`src/rtl/hazard_sched_pkg.sv`:
```
// Shared pipeline definitions for the stall/flush scheduler: PC-select codes,
// scheduler state encoding, register address width and the control bundle.
package hazard_sched_pkg;

  localparam int RA_W = 5;

  localparam logic [1:0] PC_SEL_SEQ = 2'b00;
  localparam logic [1:0] PC_SEL_JMP = 2'b01;
  localparam logic [1:0] PC_SEL_BR  = 2'b10;

  localparam logic [1:0] ST_INIT  = 2'd0;
  localparam logic [1:0] ST_RUN   = 2'd1;
  localparam logic [1:0] ST_STALL = 2'd2;

  typedef struct packed {
    logic       pc_we;
    logic [1:0] pc_sel;
    logic       ifid_we;
    logic       ifid_flush;
    logic       idex_bubble;
    logic       exmem_flush;
  } ctrl_t;

  // INIT and reset share this bundle so the first fetch can settle.
  localparam ctrl_t CTRL_HOLD  = '{pc_we: 1'b0, pc_sel: PC_SEL_SEQ, ifid_we: 1'b0,
                                   ifid_flush: 1'b1, idex_bubble: 1'b1, exmem_flush: 1'b1};
  localparam ctrl_t CTRL_SEQ   = '{pc_we: 1'b1, pc_sel: PC_SEL_SEQ, ifid_we: 1'b1,
                                   ifid_flush: 1'b0, idex_bubble: 1'b0, exmem_flush: 1'b0};
  localparam ctrl_t CTRL_STALL = '{pc_we: 1'b0, pc_sel: PC_SEL_SEQ, ifid_we: 1'b0,
                                   ifid_flush: 1'b0, idex_bubble: 1'b1, exmem_flush: 1'b0};
  localparam ctrl_t CTRL_BR    = '{pc_we: 1'b1, pc_sel: PC_SEL_BR, ifid_we: 1'b0,
                                   ifid_flush: 1'b1, idex_bubble: 1'b1, exmem_flush: 1'b1};
  localparam ctrl_t CTRL_JMP   = '{pc_we: 1'b1, pc_sel: PC_SEL_JMP, ifid_we: 1'b0,
                                   ifid_flush: 1'b1, idex_bubble: 1'b1, exmem_flush: 1'b0};

  // A writer to $0 never produces a dependency.
  function automatic logic src_hit(input logic            regwrite,
                                   input logic [RA_W-1:0] wreg,
                                   input logic [RA_W-1:0] rs,
                                   input logic [RA_W-1:0] rt,
                                   input logic            use_rs,
                                   input logic            use_rt);
    return regwrite && (wreg != '0) &&
           ((use_rs && (rs == wreg)) || (use_rt && (rt == wreg)));
  endfunction

endpackage

```
`src/rtl/hazard_match.sv`:
```
// RAW comparator for the ID instruction against the EX/MEM/WB destinations;
// reports whether a stall is needed and for how many cycles (nearest stage wins).
module hazard_match
  import hazard_sched_pkg::*;
(
  input  logic [RA_W-1:0] id_rs_i,
  input  logic [RA_W-1:0] id_rt_i,
  input  logic            id_use_rs_i,
  input  logic            id_use_rt_i,
  input  logic [RA_W-1:0] ex_wreg_i,
  input  logic [RA_W-1:0] mem_wreg_i,
  input  logic [RA_W-1:0] wb_wreg_i,
  input  logic            ex_regwrite_i,
  input  logic            mem_regwrite_i,
  input  logic            wb_regwrite_i,
  output logic            match_o,
  output logic [1:0]      dist_o
);

  logic ex_hit;
  logic mem_hit;
  logic wb_hit;

  assign ex_hit  = src_hit(ex_regwrite_i, ex_wreg_i, id_rs_i, id_rt_i,
                           id_use_rs_i, id_use_rt_i);
  assign mem_hit = src_hit(mem_regwrite_i, mem_wreg_i, id_rs_i, id_rt_i,
                           id_use_rs_i, id_use_rt_i);
  assign wb_hit  = src_hit(wb_regwrite_i, wb_wreg_i, id_rs_i, id_rt_i,
                           id_use_rs_i, id_use_rt_i);

  // WB still costs a cycle: the register file does not bypass same-cycle writes.
  always_comb begin
    dist_o = 2'd0;
    if (ex_hit) begin
      dist_o = 2'd3;
    end else if (mem_hit) begin
      dist_o = 2'd2;
    end else if (wb_hit) begin
      dist_o = 2'd1;
    end
  end

  assign match_o = (dist_o != 2'd0);

endmodule

```
`src/rtl/hazard_sched.sv`:
```
// Central stall/flush scheduler for the 5-stage pipeline: counted RAW stalls,
// EX jump / MEM branch redirects, and saturating stall/redirect counters.
module hazard_sched
  import hazard_sched_pkg::*;
#(
  parameter int CNT_W = 16
) (
  input  logic             clk_i,
  input  logic             rst_n_i,
  input  logic [RA_W-1:0]  id_rs_i,
  input  logic [RA_W-1:0]  id_rt_i,
  input  logic             id_use_rs_i,
  input  logic             id_use_rt_i,
  input  logic [RA_W-1:0]  ex_wreg_i,
  input  logic [RA_W-1:0]  mem_wreg_i,
  input  logic [RA_W-1:0]  wb_wreg_i,
  input  logic             ex_regwrite_i,
  input  logic             mem_regwrite_i,
  input  logic             wb_regwrite_i,
  input  logic             ex_jump_i,
  input  logic             mem_br_taken_i,
  output logic             pc_we_o,
  output logic [1:0]       pc_sel_o,
  output logic             ifid_we_o,
  output logic             ifid_flush_o,
  output logic             idex_bubble_o,
  output logic             exmem_flush_o,
  output logic [CNT_W-1:0] stall_cnt_o,
  output logic [CNT_W-1:0] flush_cnt_o
);

  logic [1:0]       state_q, state_d;
  logic [1:0]       rem_q, rem_d;
  logic [CNT_W-1:0] stall_cnt_q, stall_cnt_d;
  logic [CNT_W-1:0] flush_cnt_q, flush_cnt_d;
  logic             stall_inc;
  logic             flush_inc;
  logic             hz_match;
  logic [1:0]       hz_dist;
  ctrl_t            ctrl;

  hazard_match u_match (
    .id_rs_i        (id_rs_i),
    .id_rt_i        (id_rt_i),
    .id_use_rs_i    (id_use_rs_i),
    .id_use_rt_i    (id_use_rt_i),
    .ex_wreg_i      (ex_wreg_i),
    .mem_wreg_i     (mem_wreg_i),
    .wb_wreg_i      (wb_wreg_i),
    .ex_regwrite_i  (ex_regwrite_i),
    .mem_regwrite_i (mem_regwrite_i),
    .wb_regwrite_i  (wb_regwrite_i),
    .match_o        (hz_match),
    .dist_o         (hz_dist)
  );

  // Redirects abort a pending stall; inputs are not re-checked while STALL runs.
  always_comb begin
    state_d   = ST_RUN;
    rem_d     = 2'd0;
    stall_inc = 1'b0;
    flush_inc = 1'b0;
    ctrl      = CTRL_SEQ;
    if (state_q == ST_INIT) begin
      ctrl = CTRL_HOLD;
    end else if (mem_br_taken_i) begin
      ctrl      = CTRL_BR;
      flush_inc = 1'b1;
    end else if (ex_jump_i) begin
      ctrl      = CTRL_JMP;
      flush_inc = 1'b1;
    end else if (state_q == ST_STALL) begin
      ctrl      = CTRL_STALL;
      stall_inc = 1'b1;
      if (rem_q > 2'd1) begin
        state_d = ST_STALL;
        rem_d   = rem_q - 2'd1;
      end
    end else if (hz_match) begin
      ctrl      = CTRL_STALL;
      stall_inc = 1'b1;
      if (hz_dist > 2'd1) begin
        state_d = ST_STALL;
        rem_d   = hz_dist - 2'd1;
      end
    end
  end

  always_comb begin
    stall_cnt_d = stall_cnt_q;
    flush_cnt_d = flush_cnt_q;
    if (stall_inc && (stall_cnt_q != '1)) begin
      stall_cnt_d = stall_cnt_q + CNT_W'(1);
    end
    if (flush_inc && (flush_cnt_q != '1)) begin
      flush_cnt_d = flush_cnt_q + CNT_W'(1);
    end
  end

  always_ff @(posedge clk_i or negedge rst_n_i) begin
    if (!rst_n_i) begin
      state_q     <= ST_INIT;
      rem_q       <= 2'd0;
      stall_cnt_q <= '0;
      flush_cnt_q <= '0;
    end else begin
      state_q     <= state_d;
      rem_q       <= rem_d;
      stall_cnt_q <= stall_cnt_d;
      flush_cnt_q <= flush_cnt_d;
    end
  end

  assign pc_we_o       = ctrl.pc_we;
  assign pc_sel_o      = ctrl.pc_sel;
  assign ifid_we_o     = ctrl.ifid_we;
  assign ifid_flush_o  = ctrl.ifid_flush;
  assign idex_bubble_o = ctrl.idex_bubble;
  assign exmem_flush_o = ctrl.exmem_flush;
  assign stall_cnt_o   = stall_cnt_q;
  assign flush_cnt_o   = flush_cnt_q;

  // A flushed IF/ID must never also be loaded with the fetched word.
  a_flush_excl : assert property (@(posedge clk_i) disable iff (!rst_n_i)
                                  !(ifid_we_o && ifid_flush_o));

endmodule

```
`config.mk`:
```
export PLATFORM = sky130hd
export DESIGN_NAME = hazard_sched
export DESIGN_NICKNAME = d
export VERILOG_FILES = /design/src/rtl/hazard_sched_pkg.sv /design/src/rtl/hazard_match.sv /design/src/rtl/hazard_sched.sv
export SDC_FILE = /design/constraint.sdc
export NUM_CORES = 1
export LEC_CHECK = 0
export BUFFER_PORTS_ARGS = -buffer_cell sky130_fd_sc_hd__buf_2
export CAP_MARGIN = 15
export CORE_ASPECT_RATIO = 2
export CORE_MARGIN = 8
export CORE_UTILIZATION = 56
export CTS_BUF_LIST = sky130_fd_sc_hd__clkbuf_2 sky130_fd_sc_hd__clkbuf_4 sky130_fd_sc_hd__clkbuf_8
export DETAILED_ROUTE_END_ITERATION = 7
export PLACE_DENSITY_LB_ADDON = 0.15
export SLEW_MARGIN = 30
export SYNTH_ARGS = -nofsm -noshare
export SYNTH_HDL_FRONTEND = slang
export SYNTH_SLANG_ARGS = --single-unit
```
`constraint.sdc`:
```
create_clock -name clk_i -period 3.1 [get_ports clk_i]
set_clock_uncertainty 0.1 [all_clocks]
set_input_delay 0.465 -clock clk_i [delete_from_list [all_inputs] [get_ports clk_i]]
set_output_delay 0.465 -clock clk_i [all_outputs]
set_load 0.005 [all_outputs]
```
==> impl_summary.txt, run 1 <==
----------------------------------------------------
[STA]
  Final-report setup violation count ... 0
  Worst slew pin tran ... 0.7717 ns
  Hold Violations, Final ... 0
  Count of final max-slew check failures ... 0
  Part of the cycle the worst path needs ... 83.64%
  Crit path time final ... 2.593 ns
  RSZ-0062 raised after global routing ... false
  Peak clock frequency supported by timing ... 385.7 MHz
  Post-layout worst setup margin ... 0.5073 ns
  Max transition margin ... 48.56%
  Total Neg Setup Slack ... 0 ns

[Layout]
  Final #Nets ... 327
  Most used cells in the layout excluding fill and tap cells ... buf_2, xor2_1, dfrtp_1
  Most common library cell in the layout ignoring fill and taps ... buf_2
  Final cell count without fillers ... 341
  Finished layout cell area ... 0.002648 mm²
  Number of antenna cells inserted ... 0
  FILL cells ... 294
  Fraction of layout cells with a size suffix above 1 ... 31.51%
  Area growth from synthesis to layout ... 25.13%

[Place]
  Cell Area, Placed ... 0.002536 mm²
  Placed wire-length estimate ... 4411 µm
  Cell count after placement ... 333
  Routability congestion estimate ... 0.8324
  Worst slack after detailed placement ... 0.5168 ns
  Number of buffer cells added on primary ports ... 72

[CTS]
  Max H-tree Level ... 2
  Buffers inserted during post-CTS setup optimization ... 0
  Clock network latency to the later pin of the worst-skew pair ... 0.29 ns
  Clock slew at the register clock pins of the worst setup and hold paths ... 0.07 ns
  CTS-repair resized insts ... 0
  Number of buffers added by the clock tree synthesis step ... 5
  Number of sinks driven by the clock tree ... 36
  Clock root buffer ... clkbuf_8
  Hold_buf cts ... 0
  TritonCTS clock tree ... done
  Bufs on Longest Clock Path ... 2

[Power]
  Fraction of power consumed by combinational cells ... 21.6%
  Max rail drop VDD ... 429.6 µV
  Net switching power figure ... 0.3759 mW
  Net switching share of the total power ... 29.15%
  Reg power frac ... 46.9%
  Internal power ... 0.9135 mW
  Clock network fraction of design power ... 31.5%
  Power density relative to cell area ... 487.0 mW/mm²
  Leakage Power ... 1.405 nW

[Worst setup path]
  Category of cells accounting for the largest share of critical-path delay ... simple AND/OR/NAND/NOR gates
  Classification of the worst setup path ... input port to output port
  Worst stage delay on the critical path ... 0.54 ns
  Endpoint kind of the worst setup timing path ... output port
  Worst Path Arrival ... 2.03 ns
  Critical register-to-register path endpoint ... stall_cnt_o[1]
  Worst r2r path cells ... 7
  Crit-path max FO ... 5
  R2R Path Start ... stall_cnt_o[6]
  Worst setup slack for register-to-register paths ... 0.69 ns
  CP max-delay cell ... or4_1
  Number of buffer and inverter instances along the worst setup path ... 2
  Kind of start point of the critical path ... input port
  CP dominant cell by count ... buf_2
  Critical path depth in cells ... 7
  Ordered list of cells on the worst path ... buf_2 -> or4_1 -> o21ai_2 -> a21oi_2 -> nor4_4 -> o32a_1 -> buf_2
  Worst endpoint required time ... 2.53 ns

[GRT]
  Number of global-route vias before repair ... 2039
  GRT overflow ... 0
  Global-route wire length before repair ... 9066 µm
  Number of antenna violations at the first check in global routing ... 0
  All-Layer GR Usage ... 19.02%
  Largest net degree at the start of global routing ... 37

[Synthesis]
  Post-synth design cell area ... 0.002116 mm²
  Number of warnings reported in the yosys synthesis log ... 0
  Number of instances in the synthesized netlist ... 212
  Synthesized flop and latch total ... 36
  Proportion of synthesized chip area in sequential cells ... 42.58%
  Distinct cell type count of the synthesized netlist ... 36
  Syn Nets ... 248
  Average instance area after synthesis ... 9.980 µm²

[Run status]
  Run status ... finished, final reports clean

[Floorplanning]
  Floorplan die width ... 59.47 µm
  Standard-cell row count ... 31
  Initial core utilization ... 58.65%
  Die area ... 0.006120 mm²
  Core area ... 0.003607 mm²
  Top-level I/O count ... 73
  Die Ht ... 102.9 µm

[Route]
  Post-Route WL ... 5322 µm
  DRC violation count after routing ... 0
  Via density per instance ... 5.478
  Via count ... 1868
  Drt first-iter violations ... 45
  1st-pass router iterations ... 4
  Antenna-violating nets left ... 0
  Average wire per cell in the routed design ... 15.61 µm

[Worst hold path]
  Class of the tightest hold or removal check ... input port to async pin

[Job]
  Number of max-cap violations ... 0

----------------------------------------------------
[per-layer routing]
| layer | vias to the layer above | wire, µm | share of wire [%] | global-route usage [%] |
|---|---|---|---|---|
| li1 | 896 | - | - | - |
| met1 | 891 | 1811 | 34 | 18.19 |
| met2 | 67 | 2989 | 56 | 35.48 |
| met3 | 14 | 369 | 6.9 | 4.750 |
| met4 | 0 | 151 | 2.8 | 9.462 |
| met5 | - | 0 | 0 | 0 |
[synthesized netlist by cell type (all sizes together)]
master,instances,area share [%]
nor2b,1,0.30
o32a,1,0.47
o21ai,3,0.89
xnor2,14,5.8
dfrtp,36,43
nor3b,1,0.35
or2,2,0.59
or2b,1,0.35
nor4b,2,0.83
nand3,15,3.5
a31oi,1,0.59
inv,6,1.1
nand4,6,1.8
and3,7,2.1
and2,1,0.30
nand2,13,2.3
a21oi,4,1.1
and4,5,2.1
or3,1,0.30
or4,3,1.1
mux2,3,1.6
o221a,1,0.53
nor4,7,2.8
buf,2,0.77
ha,2,1.2
nor3,9,2.1
or3b,1,0.41
o22ai,1,0.30
xor2,45,19
nor2,18,3.3
[final cells by class]
class | instances | area [µm²] | share of cell area [%]
inverters | 6 | 22.52 | 0.8507
well taps | 49 | 61.31 | 2.316
multi-input cells | 168 | 1176 | 44.42
flip-flops and latches | 36 | 900.9 | 34.03
repair buffers | 74 | 375.4 | 14.18
clock inverters | 3 | 42.54 | 1.607
clock buffers | 5 | 68.82 | 2.599
[worst max-delay path by stage]
| stage | startpoint | end |
|---|---|---|
| after floorplan | ex_wreg_i[0] | ifid_we_o |
| after global placement | ex_wreg_i[0] | pc_we_o |
| after CTS | ex_wreg_i[0] | pc_we_o |
| after global routing | ex_wreg_i[0] | pc_we_o |
| after detailed placement | ex_wreg_i[0] | pc_we_o |
| final | ex_wreg_i[0] | pc_we_o |
[flip-flops by register name (all words and copies together) (netlist names)]
signal	cells
rem_q	2
stall_cnt_o	16
flush_cnt_o	16
state_q	2
[worst reg2reg max path, delay by kind of cell (launching register included)]
| kind | cells | cell delay, ns |
|---|---|---|
| AND/OR/NAND/NOR | 6 | 1.45 |
| multiplexers | 1 | 0.31 |
| flip-flops | 1 | 0.43 |
[per-stage QoR]
step	total power, mW	util (%)	hold slack (ns)
global route	1.367	73.40	0.2094
finish	1.289	73.40	0.1490
CTS	1.304	73.40	0.1772
global placement	0.8884	70.31	0.3671
floorplan	0.7475	-	0.06941
detailed placement	0.8980	70.31	0.3732
[cells by family (layout without fill, tap and decap cells)]
family	count (synthesis)	count (layout)	share of synthesized area, %
adder cells (fa/ha/maj)	2	2	1.183
AO/OA/AOI/OAI	11	11	3.903
AND/OR/NAND/NOR	93	93	24.48
buffers and inverters	8	88	1.833
flip-flops	36	36	42.58
multiplexers	3	3	1.597
XOR/XNOR	59	59	24.42
[power by group through the flow]
stage	Combinational, mW	Clock [mW]	Sequential [mW]
after floorplan	0.138	0	0.609
after global placement	0.276	0	0.612
after detailed placement	0.286	0	0.612
after CTS	0.286	0.413	0.605
after global routing	0.313	0.437	0.617
final	0.278	0.406	0.605
Power figures use the tool's default switching activity.
==> inputs of run 2 (changes only) <==
--- a/config.mk
+++ b/config.mk
@@ -9,7 +9,7 @@
 export CAP_MARGIN = 15
 export CORE_ASPECT_RATIO = 2
 export CORE_MARGIN = 8
-export CORE_UTILIZATION = 56
+export CORE_UTILIZATION = 47
 export CTS_BUF_LIST = sky130_fd_sc_hd__clkbuf_2 sky130_fd_sc_hd__clkbuf_4 sky130_fd_sc_hd__clkbuf_8
 export DETAILED_ROUTE_END_ITERATION = 7
 export PLACE_DENSITY_LB_ADDON = 0.15
==> constraint.sdc (replaced) <==
create_clock -name clk_i -period 2.3 [get_ports clk_i]
set_clock_uncertainty 0.1 [all_clocks]
set_input_delay 0.345 -clock clk_i [delete_from_list [all_inputs] [get_ports clk_i]]
set_output_delay 0.345 -clock clk_i [all_outputs]
set_load 0.005 [all_outputs]
==> impl_summary.txt, run 2 (synthesized netlist as in run 1, its figures left out) <==
----------------------------------------------------
[Run status]
  Run status ... finished, final reports clean

[Worst setup path]
  Classification of the worst setup path ... input port to output port
  Endpoint kind of the worst setup timing path ... output port
  Worst Path Arrival ... 1.83 ns (-0.20 ns)
  Worst setup slack for register-to-register paths ... 0.15 ns (-0.54 ns)
  Crit-path max FO ... 4 (-1)
  Kind of start point of the critical path ... input port
  Critical register-to-register path endpoint ... stall_cnt_o[1]
  Worst endpoint required time ... 1.86 ns (-0.67 ns)
  Worst r2r path cells ... 7 (unchanged)
  R2R Path Start ... stall_cnt_o[7]

[Route]
  Post-Route WL ... 5654 µm (+6.2%)
  DRC violation count after routing ... 0 (unchanged)
  Drt first-iter violations ... 70 (+56%)
  Antenna-violating nets left ... 0 (unchanged)
  Via count ... 1958 (+4.8%)
  1st-pass router iterations ... 4 (unchanged)
  Via density per instance ... 5.263 (-3.9%)
  Average wire per cell in the routed design ... 15.20 µm (-2.6%)

[Power]
  Max rail drop VDD ... 451.9 µV (+5.2%)
  Leakage Power ... 1.538 nW (+9.5%)
  Power density relative to cell area ... 590.1 mW/mm² (+21%)
  Reg power frac ... 47.8% (+0.9 points)
  Fraction of power consumed by combinational cells ... 26.5% (+4.9 points)
  Internal power ... 1.167 mW (+28%)
  Power Total ... 1.700 mW (+32%)
  Clock network fraction of design power ... 25.7% (-5.8 points)
  Net switching power figure ... 0.5330 mW (+42%)
  Net switching share of the total power ... 31.36% (+2.2 points)

[CTS]
  Clock network latency to the later pin of the worst-skew pair ... 0.29 ns (about the same)
  Number of sinks driven by the clock tree ... 36 (unchanged)
  Number of buffers added by the clock tree synthesis step ... 5 (unchanged)
  Max H-tree Level ... 2 (unchanged)
  Bufs on Longest Clock Path ... 2 (unchanged)
  Clock slew at the register clock pins of the worst setup and hold paths ... 0.08 ns (about the same)
  Clock root buffer ... clkbuf_8
  Hold_buf cts ... 0 (unchanged)
  TritonCTS clock tree ... done

[Job]
  Number of max-cap violations ... 0 (unchanged)

[Worst hold path]
  Class of the tightest hold or removal check ... input port to async pin

[STA]
  Final-report setup violation count ... 0 (unchanged)
  Worst slew pin tran ... 0.8015 ns (+0.02984 ns)
  RSZ-0062 raised after global routing ... true
  Part of the cycle the worst path needs ... 99.08%
  Hold Violations, Final ... 0 (unchanged)
  Peak clock frequency supported by timing ... 438.8 MHz
  Count of final max-slew check failures ... 0 (unchanged)
  Crit path time final ... 2.279 ns
  Max transition margin ... 46.57% (-2.0 points)

[Floorplanning]
  Top-level I/O count ... 73 (unchanged)
  Initial core utilization ... 48.76% (-9.9 points)
  Core area ... 0.004339 mm² (+20%)
  Floorplan die width ... 63.44 µm (+6.7%)
  Standard-cell row count ... 34 (+9.7%)
  Die Ht ... 110.9 µm (+7.7%)
  Die area ... 0.007035 mm² (+15%)

[Layout]
  Final cell count without fillers ... 372 (+9.1%)
  Area growth from synthesis to layout ... 36.13%
  Final #Nets ... 353 (+8.0%)
  Most common library cell in the layout ignoring fill and taps ... buf_2
  Number of antenna cells inserted ... 0 (unchanged)
  Fraction of layout cells with a size suffix above 1 ... 38.68% (+7.2 points)
  Most used cells in the layout excluding fill and tap cells ... buf_2, xor2_1, dfrtp_1

[Place]
  Cell count after placement ... 363 (+9.0%)
  Routability congestion estimate ... 0.8244 (-0.96%)
  Placed wire-length estimate ... 4642 µm (+5.2%)
  Number of buffer cells added on primary ports ... 72 (unchanged)

[GRT]
  GRT overflow ... 0 (unchanged)
  Largest net degree at the start of global routing ... 37 (unchanged)
  Number of antenna violations at the first check in global routing ... 0 (unchanged)
  All-Layer GR Usage ... 16.66% (-2.4 points)
  Global-route wire length before repair ... 9653 µm (+6.5%)
  Number of global-route vias before repair ... 2127 (+4.3%)

----------------------------------------------------
run 2: per-layer routing:
metal  wire length [µm]  share of wire, %  global-route usage, %  up-vias
met3                334               5.9                  5.466       14
met4                129               2.3                  5.997        0
li1                   -                 -                      -      949
met5                  0                 0                      0        -
met1               1962                35                  15.60      934
met2               3227                57                  31.68       61
run 2: what timing repair did:
| action | in CTS | in global routing |
|---|---|---|
| gates resized for setup | 6 | 8 |
| buffers inserted | 2 | 0 |
| pin swaps | 6 | 8 |
| endpoints found under the setup margin | 3 | 5 |
run 2: worst max-delay path by stage:
stage                        from  cells after the start  slack (ns)              to
floorplan            ex_wreg_i[0]                      7        0.06       ifid_we_o
global placement     ex_wreg_i[0]                     10       -0.11         pc_we_o
detailed placement   ex_wreg_i[0]                     10       -0.10  stall_cnt_o[1]
CTS                 mem_wreg_i[0]                      6       -0.06         pc_we_o
global route         ex_wreg_i[3]                      7       -0.07         pc_we_o
finish               ex_wreg_i[3]                      7        0.02         pc_we_o
run 2: power by group through the flow:
stage          clock network (mW)  registers [mW]  logic [mW]
2_1_floorplan                   0           0.821       0.187
3_3_place_gp                    0           0.822       0.439
3_5_place_dp                    0           0.826       0.446
4_1_cts                     0.453           0.815       0.455
5_1_grt                     0.484           0.829       0.500
6_report                    0.436           0.813       0.451
run 2: cell type report:
class,count,area (µm²)
inverters,6,22.52
flip-flops and latches,36,900.9
repair buffers,100,598.1
well taps,54,67.56
fillers,419,1459
clock buffers,5,68.82
multi-input cells,168,1204
clock inverters,3,18.77
run 2: worst max-delay path: stages:
cell     delay, ns
buf_6         0.10
or4_4         0.53
o21ai_2       0.16
a21oi_2       0.07
nor4_4        0.34
o32a_1        0.18
buf_2         0.11
run 2: through the flow:
stage / TNS, ns / hold WS, ns / utilization (%) / area, µm² / worst slack, ns
after floorplan: 0 / -0.05059 / - / 2116 / 0.05516
after global placement: -0.3652 / 0.3692 / 62.92 / 2730 / -0.1056
after detailed placement: -0.4370 / 0.3695 / 62.92 / 2730 / -0.1038
after CTS: -0.08679 / 0.06238 / 65.83 / 2856 / -0.05507
after global routing: -0.1757 / 0.08917 / 66.38 / 2880 / -0.06741
final: 0 / 0.03371 / 66.38 / 2880 / 0.02122
